`config.mk`:
```
export PLATFORM = sky130hd
export DESIGN_NAME = branch_sequencer
export DESIGN_NICKNAME = d
export VERILOG_FILES = /design/src/rtl/branch_pkg.sv /design/src/rtl/branch_lut.sv /design/src/rtl/branch_sequencer.sv
export SDC_FILE = /design/constraint.sdc
export NUM_CORES = 1
export LEC_CHECK = 0
export BUFFER_PORTS_ARGS = -buffer_cell sky130_fd_sc_hd__buf_2
export CAP_MARGIN = 15
export CELL_PAD_IN_SITES_DETAIL_PLACEMENT = 0
export CELL_PAD_IN_SITES_GLOBAL_PLACEMENT = 2
export CORE_MARGIN = 4
export CORE_UTILIZATION = 28
export DETAILED_ROUTE_END_ITERATION = 8
export HOLD_SLACK_MARGIN = 0.03
export PLACE_DENSITY = 0.81
export RECOVER_POWER = 50
export SLEW_MARGIN = 10
export SYNTH_ARGS = -nofsm -noshare
export SYNTH_HDL_FRONTEND = slang
export SYNTH_SLANG_ARGS = --single-unit
```
`constraint.sdc`:
```
create_clock -name Clk -period 1.6 [get_ports Clk]
set_clock_uncertainty 0.05 [all_clocks]
set_input_delay 0.24 -clock Clk [delete_from_list [all_inputs] [get_ports Clk]]
set_output_delay 0.24 -clock Clk [all_outputs]
set_load 0.05 [all_outputs]
```
`src/rtl/branch_pkg.sv`:
```
// Shared types and constants for the branch sequencer: condition codes,
// sequencer states and the absolute branch-target table.
package branch_pkg;

    localparam int BR_DATA_W = 8;
    localparam int BR_PC_W   = 10;
    localparam int BR_LUT_AW = 4;

    typedef enum logic [1:0] {
        BR_EQ     = 2'd0,
        BR_NE     = 2'd1,
        BR_LT     = 2'd2,
        BR_ALWAYS = 2'd3
    } brcond_e;

    typedef enum logic [2:0] {
        S_IDLE  = 3'd0,
        S_RUN   = 3'd1,
        S_OPB   = 3'd2,
        S_OPA   = 3'd3,
        S_REDIR = 3'd4,
        S_DONE  = 3'd5
    } seq_state_e;

    localparam logic [BR_PC_W-1:0] BR_TARGETS [2**BR_LUT_AW] = '{
        10'h000, 10'h008, 10'h040, 10'h080,
        10'h100, 10'h010, 10'h200, 10'h3FF,
        10'h020, 10'h0C0, 10'h180, 10'h2A0,
        10'h300, 10'h155, 10'h0AA, 10'h3C0
    };

endpackage

```
`src/rtl/branch_lut.sv`:
```
// Combinational branch-target lookup: table index to absolute PC.
module branch_lut
    import branch_pkg::*;
#(
    parameter int LUT_AW = BR_LUT_AW,
    parameter int PC_W   = BR_PC_W
) (
    input  logic [LUT_AW-1:0] idx,
    output logic [PC_W-1:0]   target
);

    assign target = PC_W'(BR_TARGETS[idx]);

endmodule

```
`src/rtl/branch_sequencer.sv`:
```
// Program counter and branch sequencer: fetches operands over two cycles on
// the shared compare bus, resolves the condition and redirects the PC.
module branch_sequencer
    import branch_pkg::*;
#(
    parameter int DATA_W = BR_DATA_W,
    parameter int PC_W   = BR_PC_W,
    parameter int LUT_AW = BR_LUT_AW
) (
    input  logic              Clk,
    input  logic              Reset_n,
    input  logic              Start,
    input  logic              Halt,
    input  logic              BranchReq,
    input  logic [1:0]        BrCond,
    input  logic [LUT_AW-1:0] TargetIdx,
    input  logic [DATA_W-1:0] BrMux,
    output logic              Branch,
    output logic [PC_W-1:0]   PC,
    output logic              Stall,
    output logic              Taken,
    output logic              Done
);

    seq_state_e        state_reg, state_next;
    logic [PC_W-1:0]   pc_reg, pc_next;
    logic [DATA_W-1:0] opb_reg, opb_next;
    brcond_e           cond_reg, cond_next;
    logic [LUT_AW-1:0] idx_reg, idx_next;
    logic              taken_reg, taken_next;
    logic              cmp_result;
    logic [PC_W-1:0]   lut_target;

    branch_lut #(
        .LUT_AW (LUT_AW),
        .PC_W   (PC_W)
    ) u_lut (
        .idx    (idx_reg),
        .target (lut_target)
    );

    // In OPA the bus carries ReadR1 (operand A); operand B was latched in OPB.
    always_comb begin
        cmp_result = 1'b0;
        unique case (cond_reg)
            BR_EQ:     cmp_result = (BrMux == opb_reg);
            BR_NE:     cmp_result = (BrMux != opb_reg);
            BR_LT:     cmp_result = (BrMux < opb_reg);
            BR_ALWAYS: cmp_result = 1'b1;
            default:   cmp_result = 1'b0;
        endcase
    end

    always_comb begin
        state_next = state_reg;
        pc_next    = pc_reg;
        opb_next   = opb_reg;
        cond_next  = cond_reg;
        idx_next   = idx_reg;
        taken_next = 1'b0;
        case (state_reg)
            S_IDLE, S_DONE: begin
                if (Start) begin
                    state_next = S_RUN;
                    pc_next    = '0;
                end
            end
            S_RUN: begin
                if (Halt) begin
                    state_next = S_DONE;
                end else if (BranchReq) begin
                    state_next = S_OPB;
                    cond_next  = brcond_e'(BrCond);
                    idx_next   = TargetIdx;
                end else begin
                    pc_next = pc_reg + PC_W'(1);
                end
            end
            S_OPB: begin
                opb_next   = BrMux;
                state_next = S_OPA;
            end
            S_OPA: begin
                taken_next = cmp_result;
                state_next = S_REDIR;
            end
            S_REDIR: begin
                pc_next    = taken_reg ? lut_target : pc_reg + PC_W'(1);
                state_next = S_RUN;
            end
            default: state_next = S_IDLE;
        endcase
    end

    always_ff @(posedge Clk) begin
        if (!Reset_n) begin
            state_reg <= S_IDLE;
            pc_reg    <= '0;
            opb_reg   <= '0;
            cond_reg  <= BR_EQ;
            idx_reg   <= '0;
            taken_reg <= 1'b0;
        end else begin
            state_reg <= state_next;
            pc_reg    <= pc_next;
            opb_reg   <= opb_next;
            cond_reg  <= cond_next;
            idx_reg   <= idx_next;
            taken_reg <= taken_next;
        end
    end

    // taken_reg is only ever set leaving OPA, so it is high exactly in REDIR.
    assign Taken  = taken_reg;
    assign PC     = pc_reg;
    assign Branch = (state_reg == S_OPA);
    assign Stall  = (state_reg == S_OPB) || (state_reg == S_OPA);
    assign Done   = (state_reg == S_DONE);

endmodule

```
==> key figures <==
Detailed routing
  • Detailed Routing Iterations Pass 1: 4
  • Via count: roughly 1900
  • DRT iter0 DRCs: 58
  • Wirelength per Cell: 13.4 um
  • DR vias/cell: 5.01
  • DRT Wirelength: 5000 um
  • Detailed-route DRC error count: 0
  • DRT antenna net count: 0

Layout
  • Final #Nets: 330
  • Layout cell share with drive strength beyond 1: 0.365
  • Layout Utilization: 0.394
  • Commonest non-fill, non-tap cell in the layout: buf_4
  • Area grow syn2layout: 35.1%
  • Antenna Cells: 0
  • Sequential cell area: ~580 um2
  • Multi-input gate area: 0.00132 mm2
  • Most frequent cells in the layout: buf_4, nor2_1, buf_2
  • Max reg flops: 10
  • Final cell count without fillers: about 370
  • Fillers: 700

Power and ir drop
  • Internal Power: 1.15 mW
  • Clk network pwr share: 0.274
  • Logic pwr share: 0.278
  • Power per cell area: 648 mW/mm2
  • Sw Share: 0.304
  • Total power: about 1.7 mW
  • Reg power frac: 0.449
  • P_leak: 1.07 nW
  • Peak VDD IR: about 0.3 mV
  • P_sw: roughly 0.50 mW

Worst setup path
  • CP arrival: 1790 ps
  • Worst Setup End Kind: flip-flop
  • CP startpoint: state_reg[0]
  • Worst-path fanout max: 7
  • Worst Setup Start Kind: flip-flop
  • CP Data Required Time: about 1700 ps
  • Crit path kind: flip-flop to flip-flop
  • Critical path's largest stage delay: 470 ps
  • Reg2reg start: state_reg[0]
  • CP Cell Sequence: or3b_4 > a311o_2 > a221oi_2 > nor3_1
  • Slowest cell on crit path: a311o_2

Placed design
  • Placed instance count: 368
  • Routability cong.: 0.767
  • HPWL after DPL: roughly 4000 um
  • Setup slack at placement: -127 ps
  • PortBufs: 32

Synth
  • Seq/Total Area, Yosys: 0.297
  • Top_reg_cell synth: dfxtp_1
  • Post-synth EDFFs: 0
  • YS warnings: 0
  • Synth Area per Inst: ~8.0 um2
  • FFs w/ async S/R, synth: 0
  • Flops & latches, synth: 28
  • Syn Inst Count: 237
  • Cell area after synthesis: 0.00188 mm2
  • Distinct cell type count after synthesis: 48
  • Syn Nets: 270

Timing
  • Max frequency: 597 MHz
  • Worst slew pin tran: ~600 ps
  • Final Max Slew Viols: 0
  • # setup viols final: 9
  • Unrepaired setup endpoints after global routing: yes
  • PnR worst setup slack: -74.1 ps
  • Hold_ws: 143 ps
  • Slew headroom: 0.605
  • Final period util: 1.05
  • Min Tclk post-route: roughly 1700 ps
  • Hold Vio Cnt, Final: 0

CTS
  • Clock sinks: 28
  • CTS clk-pin slew, worst paths: 100 ps
  • CTS max path bufs: 2
  • Hold buffers post-CTS: 0
  • Cts bufs inserted: 3
  • Later-pin clock latency in the skew report: between 200 and 300 ps
  • H-tree depth: 1
  • CTS Root Cell: clkbuf_8
  • CTS tree: yes

Worst hold path
  • Worst min-delay path class: input port to flip-flop
  • Worst Hold Launch: BrCond[0]

GRT
  • Number of global-route vias before repair: 1813
  • Initial antenna violation count: 0
  • Largest net degree at the start of global routing: 18
  • First-pass GRT wire length: 8730 um
  • GRT Util Overall: 0.126
  • Remaining Overflow, GRT: 0

Die
  • Top Ports: 33
  • Core outline area: around 0.0065 mm2
  • Die Height: approximately 90 um
  • Die width: 90.0 um
  • Die ar.: 0.00811 mm2
  • Rows: 29
  • Initial core utilization: 0.292

Run
  • Max cap viols: 0

Status
  • Failing checks: setup timing
  • Outcome: complete, but fails checks
cell usage after synthesis (2+ instances only):
library cell / n / area (um2)
a21oi_1: 22 / 110
nand2_1: 15 / 56.3
and2_1: 2 / 12.5
mux2i_1: 11 / 110
inv_1: 15 / 56.3
nand4_1: 3 / 18.8
xor2_1: 3 / 26.3
a211oi_1: 5 / 37.5
a32oi_1: 2 / 17.5
o21ai_1: 2 / 10.0
buf_2: 2 / 10.0
or3_1: 2 / 12.5
nor3_1: 8 / 40.0
a31oi_1: 3 / 18.8
o22ai_1: 3 / 18.8
o211ai_1: 4 / 30.0
clkbuf_1: 9 / 33.8
nor3b_1: 2 / 15.0
nand2b_1: 5 / 31.3
a21o_1: 3 / 22.5
nor2b_1: 4 / 25.0
o21ai_0: 7 / 35.0
nor2_1: 32 / 120
nand3_1: 8 / 40.0
dfxtp_1: 28 / 561
o31ai_1: 2 / 15.0
ha_1: 14 / 175
power groups by stage:
| stage | clock network [mW] | logic (mW) | registers (mW) |
|---|---|---|---|
| 2_1_floorplan | 0 | 0.228 | 0.791 |
| 3_3_place_gp | 0 | 0.419 | 0.756 |
| 3_5_place_dp | 0 | 0.419 | 0.757 |
| 4_1_cts | 0.480 | 0.447 | 0.742 |
| 5_1_grt | 0.504 | 0.507 | 0.745 |
| 6_report | 0.452 | 0.458 | 0.741 |
layer usage:
layer / wire length, um / vias up / share of wire / global-route usage
met3: 225 / 4 / 0.045 / 0.0234
met4: 34 / 0 / 0.0068 / 0.0268
li1: - / 971 / - / -
met2: 2340 / 36 / 0.47 / 0.208
met1: 2400 / 857 / 0.48 / 0.172
met5: 0 / - / 0 / 0
through the flow:
step / instance area, um2 / setup TNS (ps)
3_5_place_dp: 2380 / -860
6_report: 2550 / -322
4_1_cts: 2490 / -507
2_1_floorplan: 1920 / -240
5_1_grt: 2550 / -1050
3_3_place_gp: 2380 / -691
worst max-delay path, delay by kind of cell, from the launching register on:
| family | cells | cell delay, ps |
|---|---|---|
| AOI/OAI and AO/OA | 2 | 680 |
| and+or+nand+nor | 2 | 450 |
| DFF | 1 | 380 |
logic make-up after synthesis:
logic type	synth area share
multiplexers	0.0764
adder cells (fa/ha/maj)	0.0930
XOR/XNOR	0.0139
AND/OR/NAND/NOR	0.225
flip-flops	0.297
buffers and inverters	0.0551
AO/OA/AOI/OAI	0.239
cell type report:
class / instances / area share
repair buffers: 67 / 0.172
well taps: 77 / 0.0378
clock buffers: 4 / 0.0216
flip-flops and latches: 28 / 0.229
inverters: 15 / 0.0221
multi-input cells: 182 / 0.517
final timing paths:
| path | cells after the start | endpoint | slack [ps] |
|---|---|---|---|
| min reg2reg | 1 | Taken | 460 |
| max | 4 | PC[1] | -70 |
| min | 3 | cond_reg[0] | 140 |
| max reg2reg | 4 | PC[1] | -70 |
timing repair:
item,CTS,global route
cloned,0,0
pin swaps,3,7
endpoints found under the setup margin,12,20
resized for setup,17,16
setup buffers,1,0
Note: power is estimated with default switching activity, not from simulation.
